--- src/rtl/stg_wb.sv ---
// Writeback stage: GP/SR/AR register files with write-through read ports, retire counter and last PC.
// Optional WB_GP0_ZERO_EN: GP[0] hardwired to zero (writes dropped, reads and bypass return 0).
`ifndef SIZE_ADDR
`define SIZE_ADDR 48
`endif
`ifndef SIZE_DATA
`define SIZE_DATA 24
`endif
`ifndef SIZE_OPC
`define SIZE_OPC 8
`endif
`ifndef SIZE_TGT_GP
`define SIZE_TGT_GP 4
`endif
`ifndef SIZE_TGT_SR
`define SIZE_TGT_SR 2
`endif
`ifndef SIZE_TGT_AR
`define SIZE_TGT_AR 2
`endif
`ifndef OPC_NOP
`define OPC_NOP 8'h00
`endif

module stg_wb #(
  parameter int NUM_GP = 16,
  parameter int NUM_SR = 4,
  parameter int NUM_AR = 4
) (
  input  logic                    iw_clk,
  input  logic                    iw_rst,
  input  logic [`SIZE_ADDR-1:0]   iw_pc,
  input  logic [`SIZE_DATA-1:0]   iw_instr,
  input  logic [`SIZE_OPC-1:0]    iw_opc,
  input  logic [`SIZE_TGT_GP-1:0] iw_tgt_gp,
  input  logic                    iw_tgt_gp_we,
  input  logic [`SIZE_TGT_SR-1:0] iw_tgt_sr,
  input  logic                    iw_tgt_sr_we,
  input  logic [`SIZE_TGT_AR-1:0] iw_tgt_ar,
  input  logic                    iw_tgt_ar_we,
  input  logic [`SIZE_DATA-1:0]   iw_result,
  input  logic [`SIZE_ADDR-1:0]   iw_sr_result,
  input  logic [`SIZE_ADDR-1:0]   iw_ar_result,
  input  logic [`SIZE_TGT_GP-1:0] iw_rd_gp_a,
  input  logic [`SIZE_TGT_GP-1:0] iw_rd_gp_b,
  output logic [`SIZE_DATA-1:0]   ow_rd_gp_a,
  output logic [`SIZE_DATA-1:0]   ow_rd_gp_b,
  input  logic [`SIZE_TGT_SR-1:0] iw_rd_sr,
  output logic [`SIZE_ADDR-1:0]   ow_rd_sr,
  input  logic [`SIZE_TGT_AR-1:0] iw_rd_ar,
  output logic [`SIZE_ADDR-1:0]   ow_rd_ar,
  output logic [`SIZE_ADDR-1:0]   ow_retired,
  output logic [`SIZE_ADDR-1:0]   ow_last_pc
);

  logic [`SIZE_DATA-1:0] gp [NUM_GP];
  logic [`SIZE_ADDR-1:0] sr [NUM_SR];
  logic [`SIZE_ADDR-1:0] ar [NUM_AR];
  logic [`SIZE_ADDR-1:0] retired_q;
  logic [`SIZE_ADDR-1:0] last_pc_q;
  logic                  gp_wr;
  logic                  retire;
  logic                  unused_instr;

  // The instruction word only travels along for trace purposes.
  assign unused_instr = ^iw_instr;

`ifdef WB_GP0_ZERO_EN
  assign gp_wr = iw_tgt_gp_we && (iw_tgt_gp != '0);
`else
  assign gp_wr = iw_tgt_gp_we;
`endif

  assign retire = (iw_opc != `OPC_NOP);

  always_ff @(posedge iw_clk or posedge iw_rst) begin
    if (iw_rst) begin
      for (int i = 0; i < NUM_GP; i++) gp[i] <= '0;
      for (int i = 0; i < NUM_SR; i++) sr[i] <= '0;
      for (int i = 0; i < NUM_AR; i++) ar[i] <= '0;
      retired_q <= '0;
      last_pc_q <= '0;
    end else begin
      if (gp_wr)        gp[iw_tgt_gp] <= iw_result;
      if (iw_tgt_sr_we) sr[iw_tgt_sr] <= iw_sr_result;
      if (iw_tgt_ar_we) ar[iw_tgt_ar] <= iw_ar_result;
      if (retire) begin
        retired_q <= retired_q + 1'b1;
        last_pc_q <= iw_pc;
      end
    end
  end

  // Same-cycle write-through; each file only forwards its own write port.
  always_comb begin
    ow_rd_gp_a = gp[iw_rd_gp_a];
    ow_rd_gp_b = gp[iw_rd_gp_b];
    ow_rd_sr   = sr[iw_rd_sr];
    ow_rd_ar   = ar[iw_rd_ar];
    if (gp_wr && (iw_rd_gp_a == iw_tgt_gp)) ow_rd_gp_a = iw_result;
    if (gp_wr && (iw_rd_gp_b == iw_tgt_gp)) ow_rd_gp_b = iw_result;
    if (iw_tgt_sr_we && (iw_rd_sr == iw_tgt_sr)) ow_rd_sr = iw_sr_result;
    if (iw_tgt_ar_we && (iw_rd_ar == iw_tgt_ar)) ow_rd_ar = iw_ar_result;
`ifdef WB_GP0_ZERO_EN
    if (iw_rd_gp_a == '0) ow_rd_gp_a = '0;
    if (iw_rd_gp_b == '0) ow_rd_gp_b = '0;
`endif
  end

  assign ow_retired = retired_q;
  assign ow_last_pc = last_pc_q;

endmodule

--- config.mk ---
export PLATFORM = sky130hd
export DESIGN_NAME = stg_wb
export DESIGN_NICKNAME = d
export VERILOG_FILES = /design/src/rtl/stg_wb.sv
export SDC_FILE = /design/constraint.sdc
export NUM_CORES = 2
export LEC_CHECK = 0
export ABC_AREA = 1
export ABC_CLOCK_PERIOD_IN_PS = 33600
export BUFFER_PORTS_ARGS = -buffer_cell sky130_fd_sc_hd__buf_2
export CORE_MARGIN = 3
export CORE_UTILIZATION = 40
export DETAILED_ROUTE_END_ITERATION = 10
export HOLD_SLACK_MARGIN = 0.08
export MAX_ROUTING_LAYER = met4
export PLACE_DENSITY_LB_ADDON = 0.1
export SETUP_SLACK_MARGIN = 0.15
export SYNTH_ARGS = -nofsm -noshare
export SYNTH_HDL_FRONTEND = slang
export SYNTH_SLANG_ARGS = --single-unit
--- constraint.sdc ---
create_clock -name iw_clk -period 33.6 [get_ports iw_clk]
set_clock_uncertainty 0.15 [all_clocks]
set_input_delay 1.68 -clock iw_clk [delete_from_list [all_inputs] [get_ports iw_clk]]
set_output_delay 1.68 -clock iw_clk [all_outputs]
set_load 0.005 [all_outputs]
[Word level (Yosys, flattened, before mapping)]
Cells that the tools add are included.
Word-level totals
  RAM bits: 0
  memories kept: 0
  register bits after elaboration: 864
  memory bits (read-only): 0
  bits in latches: 0
  logic and storage cells: 81
  input port bits: 225
Operators by class
  equality and inequality tests: 4
  reduce and logical (&&, ||, !) cells: 8
  shift operators: 0
  div/mod/pow operators: 0
  order comparisons: 10
  $add $sub $neg: 1
  bitwise gates (word level): 7
  mux-type cells: 25
  multiply operators: 0
Operator list (count)
  $bwmux W192: 2
  $bwmux W384: 1
  $mux W48: 8
  $bmux W24 S4: 2
  $bmux W48 S2: 2
  $demux W48 S2: 2
  $mux W24: 7
  $demux W24 S4: 1
  $add A48 B1 Y48 const B: 1
  $ge A5 B5 Y1 const B: 3
  $not A4 Y5: 3
  $ge A3 B3 Y1 const B: 4
  $not A2 Y3: 4
  $eq A4 B4 Y1: 2
  $reduce_bool A8 Y1: 1
  $logic_and A1 B1 Y1: 7
  $lt A3 B1 Y1 const B: 2
  $lt A5 B1 Y1 const B: 1
  $eq A2 B2 Y1: 2

[Longest topological paths before layout]
  depth after elaboration: 6
  gate-level depth with buffers: 11
  gate-level depth less buffers: 10

[Least setup slack after synthesis]
OpenSTA, ideal clock, no wires.
  path kind: input to output
  from: in iw_rd_ar[1]
  to: out ow_rd_ar[10]
  data arrival time: 2.723 ns
  path buffers: 3
  slack: 29.047 ns
  cell stages on the path: 9
  path through: buf_2 -> nand2_1 -> nand2_1 -> a21oi_1 -> o221ai_1 -> buf_2 -> buf_4 -> nand2_1 -> o21ai_0
On the way
  longest elaborated chain between the ends: 5
  elaborated cells between the ends (all ways): 7
RTL lines
  start: declaration: RTL line 50  | input logic [`SIZE_TGT_AR-1:0] iw_rd_ar,
  $not A2 Y3 (implied by the code): RTL line 99  | ow_rd_ar = ar[iw_rd_ar];
  $bmux W48 S2: RTL line 99
  $mux W48 (implied by the code) (2 in a row): RTL line 99
  $mux W48 (*): RTL line 103  | if (iw_tgt_ar_we && (iw_rd_ar == iw_tgt_ar)) ow_rd_ar = iw_ar_result;
  end: declaration: RTL line 51  | output logic [`SIZE_ADDR-1:0] ow_rd_ar,
Mark *: on every way between the ends. The rest lies on a longest branch, timed or not. The select of a mux whose other input is x is not followed.

[Worst setup path in the final report]
  from: in iw_rd_gp_b[2]
  to: out ow_rd_gp_b[6]
On the way
  longest elaborated chain between the ends: 5
  elaborated cells between the ends (all ways): 7
RTL lines
  start: declaration: RTL line 45  | input logic [`SIZE_TGT_GP-1:0] iw_rd_gp_b,
  $not A4 Y5 (implied by the code): RTL line 97  | ow_rd_gp_b = gp[iw_rd_gp_b];
  $bmux W24 S4: RTL line 97
  $mux W24 (implied by the code) (2 in a row): RTL line 97
  $mux W24 (*): RTL line 101  | if (gp_wr && (iw_rd_gp_b == iw_tgt_gp)) ow_rd_gp_b = iw_result;
  end: declaration: RTL line 47  | output logic [`SIZE_DATA-1:0] ow_rd_gp_b,
Marked as above.

==> metrics <==
most frequent cells in the layout 2011 x nand2_1, 864 x dfrtp_1, 859 x o21ai_0; setup bufs post-CTS 0; Slowest-stage cell, CP buf_4; Worst setup SP type input pin; Via density 5.245; sequential-to-total area share from yosys stat 48.61%; most frequent CP cell nand2_1; Hold Worst Slack 320.6 ps; initial core utilization 40.58%; Overflow after GRT 0; post-synth cell types 30; Rows 121; TritonCTS buffer count 100; Tmin final 6894 ps; PD cells 60.61 nW/um^2; Sink Count 864; full die area 115200 sq um; Worst path max stage delay 790 ps; Post-CTS Hold Fix Bufs 0; CTS Root Cell clkbuf_16; CTS HTree Levels 3; Ports 465; Worst EP arrival 5060 ps; IR drop worst, VDD 0.00004541 V; Die X 339.5 microns; routed wire length 146.7 mm; drt pass-1 iters 5; Layout area overhead 14.45%; Setup TNS 0 ps; Detail Route Antenna Nets 0; WHS Path Cells 2; synthesized area 44480 sq um; Area after DPL 47320 sq um; ys flop type dfrtp_1; CP cell instances buf_2, buf_4, inv_2, buf_4, nand2_1, a21oi_1, nand2_1, inv_1, buf_4, nand2_1, nand2_1, buf_2; Slew HR 11.86%; commonest non-fill, non-tap cell in the layout nand2_1; Net Count, Synth 6189; Power, Total 3.086 mW; status finished clean; Max-Cap Viols 0; post-detail-place hpwl 82.25 mm; min-delay worst type reg2reg; I/O Buffers 440; vias in the first global route 38.56k; global-route wire length before repair 228.3 mm; DR DRC count 0; placed cells 7506; Synth Instances 5963; pre-CTS setup slack 26780 ps; GRT Util Overall 25.77%; CTS tree yes; clk buf depth 3; Tcrit/Tclk final 20.52%; setup ws final 26710 ps; fin cells 7701; Worst Setup Path Type in2out; Worst-path clk slew 60 ps; Leak 25.61 nW; ys async rst share 100.0%; Req. time, crit path 31770 ps; fraction of layout cells with a size suffix above 1 11.56%; Skew-Pair Late Insertion Delay 680 ps; largest net degree at the start of global routing 125; cell depth of the worst setup path 12; final core utilization 46.45%; fmax 0.1451 GHz; mean post-synth cell area 7.460 sq um; post-cts resize count 0; Fin. Hold Viols 0; # setup viols final 0; initial antenna violation count 13; Top delay family on crit path buffers and inverters; register bit total from synthesis 864; routed len/inst 19.05 microns; kind of end point of the critical path output pin; Placeable Area 109600 sq um; worst path bufs/invs 7; FF-to-FF path depth 10; critical path peak fanout 50; worst-margin pin slew 1315 ps; nets 6358; yosys warns 0; Design Area, Final 50910 sq um; DRT iter0 DRCs 3674; RSZ-0062 raised after global routing false; DR vias 40.39k; number of flops mapped to enable cells by yosys 0; GP Congestion 0.8242; Slew Viols, Final 0; Die Height 339.5 microns
worst reg2reg max path, cell delays in order (launching register included):
cell	delay, ps
dfrtp_1	410
ha_1	200
inv_1	60
nor2_1	130
inv_1	70
nor2_1	170
nand2_1	160
nor2_2	310
nand2_1	100
nand2_1	70
nand2_1	40
cells by family (layout without fill, tap and decap cells):
family	count (synthesis)	count (layout)	synth area share [%]
DFF	864	864	48.61
and+or+nand+nor	2878	2878	26.21
other	0	6	0
adders and majority gates	1	1	0.02812
AOI/OAI and AO/OA	1160	1160	13.88
muxes	96	96	2.160
buffers and inverters	933	1189	8.509
xor gates and xnor gates	31	31	0.6104
flip-flops by register name (all words and copies together), names as in the netlist:
signal / flops
gp: 384
ar: 192
sr: 192
ow_last_pc: 48
ow_retired: 48
layer usage:
layer  global-route usage [%]  up-vias  routed length (microns)
met3                    4.113      261                    10680
met1                    35.83    19144                    67060
met2                    39.37     1362                    65150
met4                    6.582        0                     3818
li1                         -    19623                        -
met5                        -        -                        0
power breakdown:
part / total, mW / internal [mW] / switching [mW] / leakage (nW)
combinational: 0.585 / 0.214 / 0.371 / 13.1
sequential: 1.32 / 1.22 / 0.0952 / 10.8
clock: 1.18 / 0.721 / 0.461 / 1.76
cells in the mapped netlist, types with 24 or more instances:
cell type  instances  share of area (%)
nand2_1         2021                 17
o21ai_1          103                1.2
mux2i_1           96                2.2
buf_1             44               0.37
o211ai_1          97                1.6
nand3_1          586                6.6
o21ai_0          859                9.7
inv_1            490                4.1
buf_4             24               0.41
buf_2            152                1.7
nor2_1           227                1.9
o22ai_1           97                1.4
clkbuf_1         214                1.8
dfrtp_1          864                 49
path summary, 6_finish.rpt:
path                                                 start                          to  slack, ps
worst max-delay path                         iw_rd_gp_b[2]               ow_rd_gp_b[6]      26710
worst min-delay path            ow_last_pc[36]$_DFFE_PP0P_  ow_last_pc[36]$_DFFE_PP0P_        320
worst max register to register   ow_retired[0]$_DFFE_PP0P_  ow_retired[32]$_DFFE_PP0P_      31630
worst min register to register  ow_last_pc[36]$_DFFE_PP0P_  ow_last_pc[36]$_DFFE_PP0P_        320
max in group asynchronous                           iw_rst         gp[341]$_DFFE_PP0P_      29230
min in group asynchronous                           iw_rst   ow_last_pc[0]$_DFFE_PP0P_       1010
area by class of cell:
class | instances | area [sq um]
Sequential cell | 864 | 21620
Clock buffer | 145 | 2935
Fill cell | 11182 | 58700
Inverter | 497 | 1881
Tap cell | 1476 | 1847
Antenna cell | 6 | 15.01
Multi-Input combinational cell | 4166 | 19270
Timing Repair Buffer | 503 | 2703
Clock inverter | 44 | 635.6
Power figures use the tool's default switching activity.
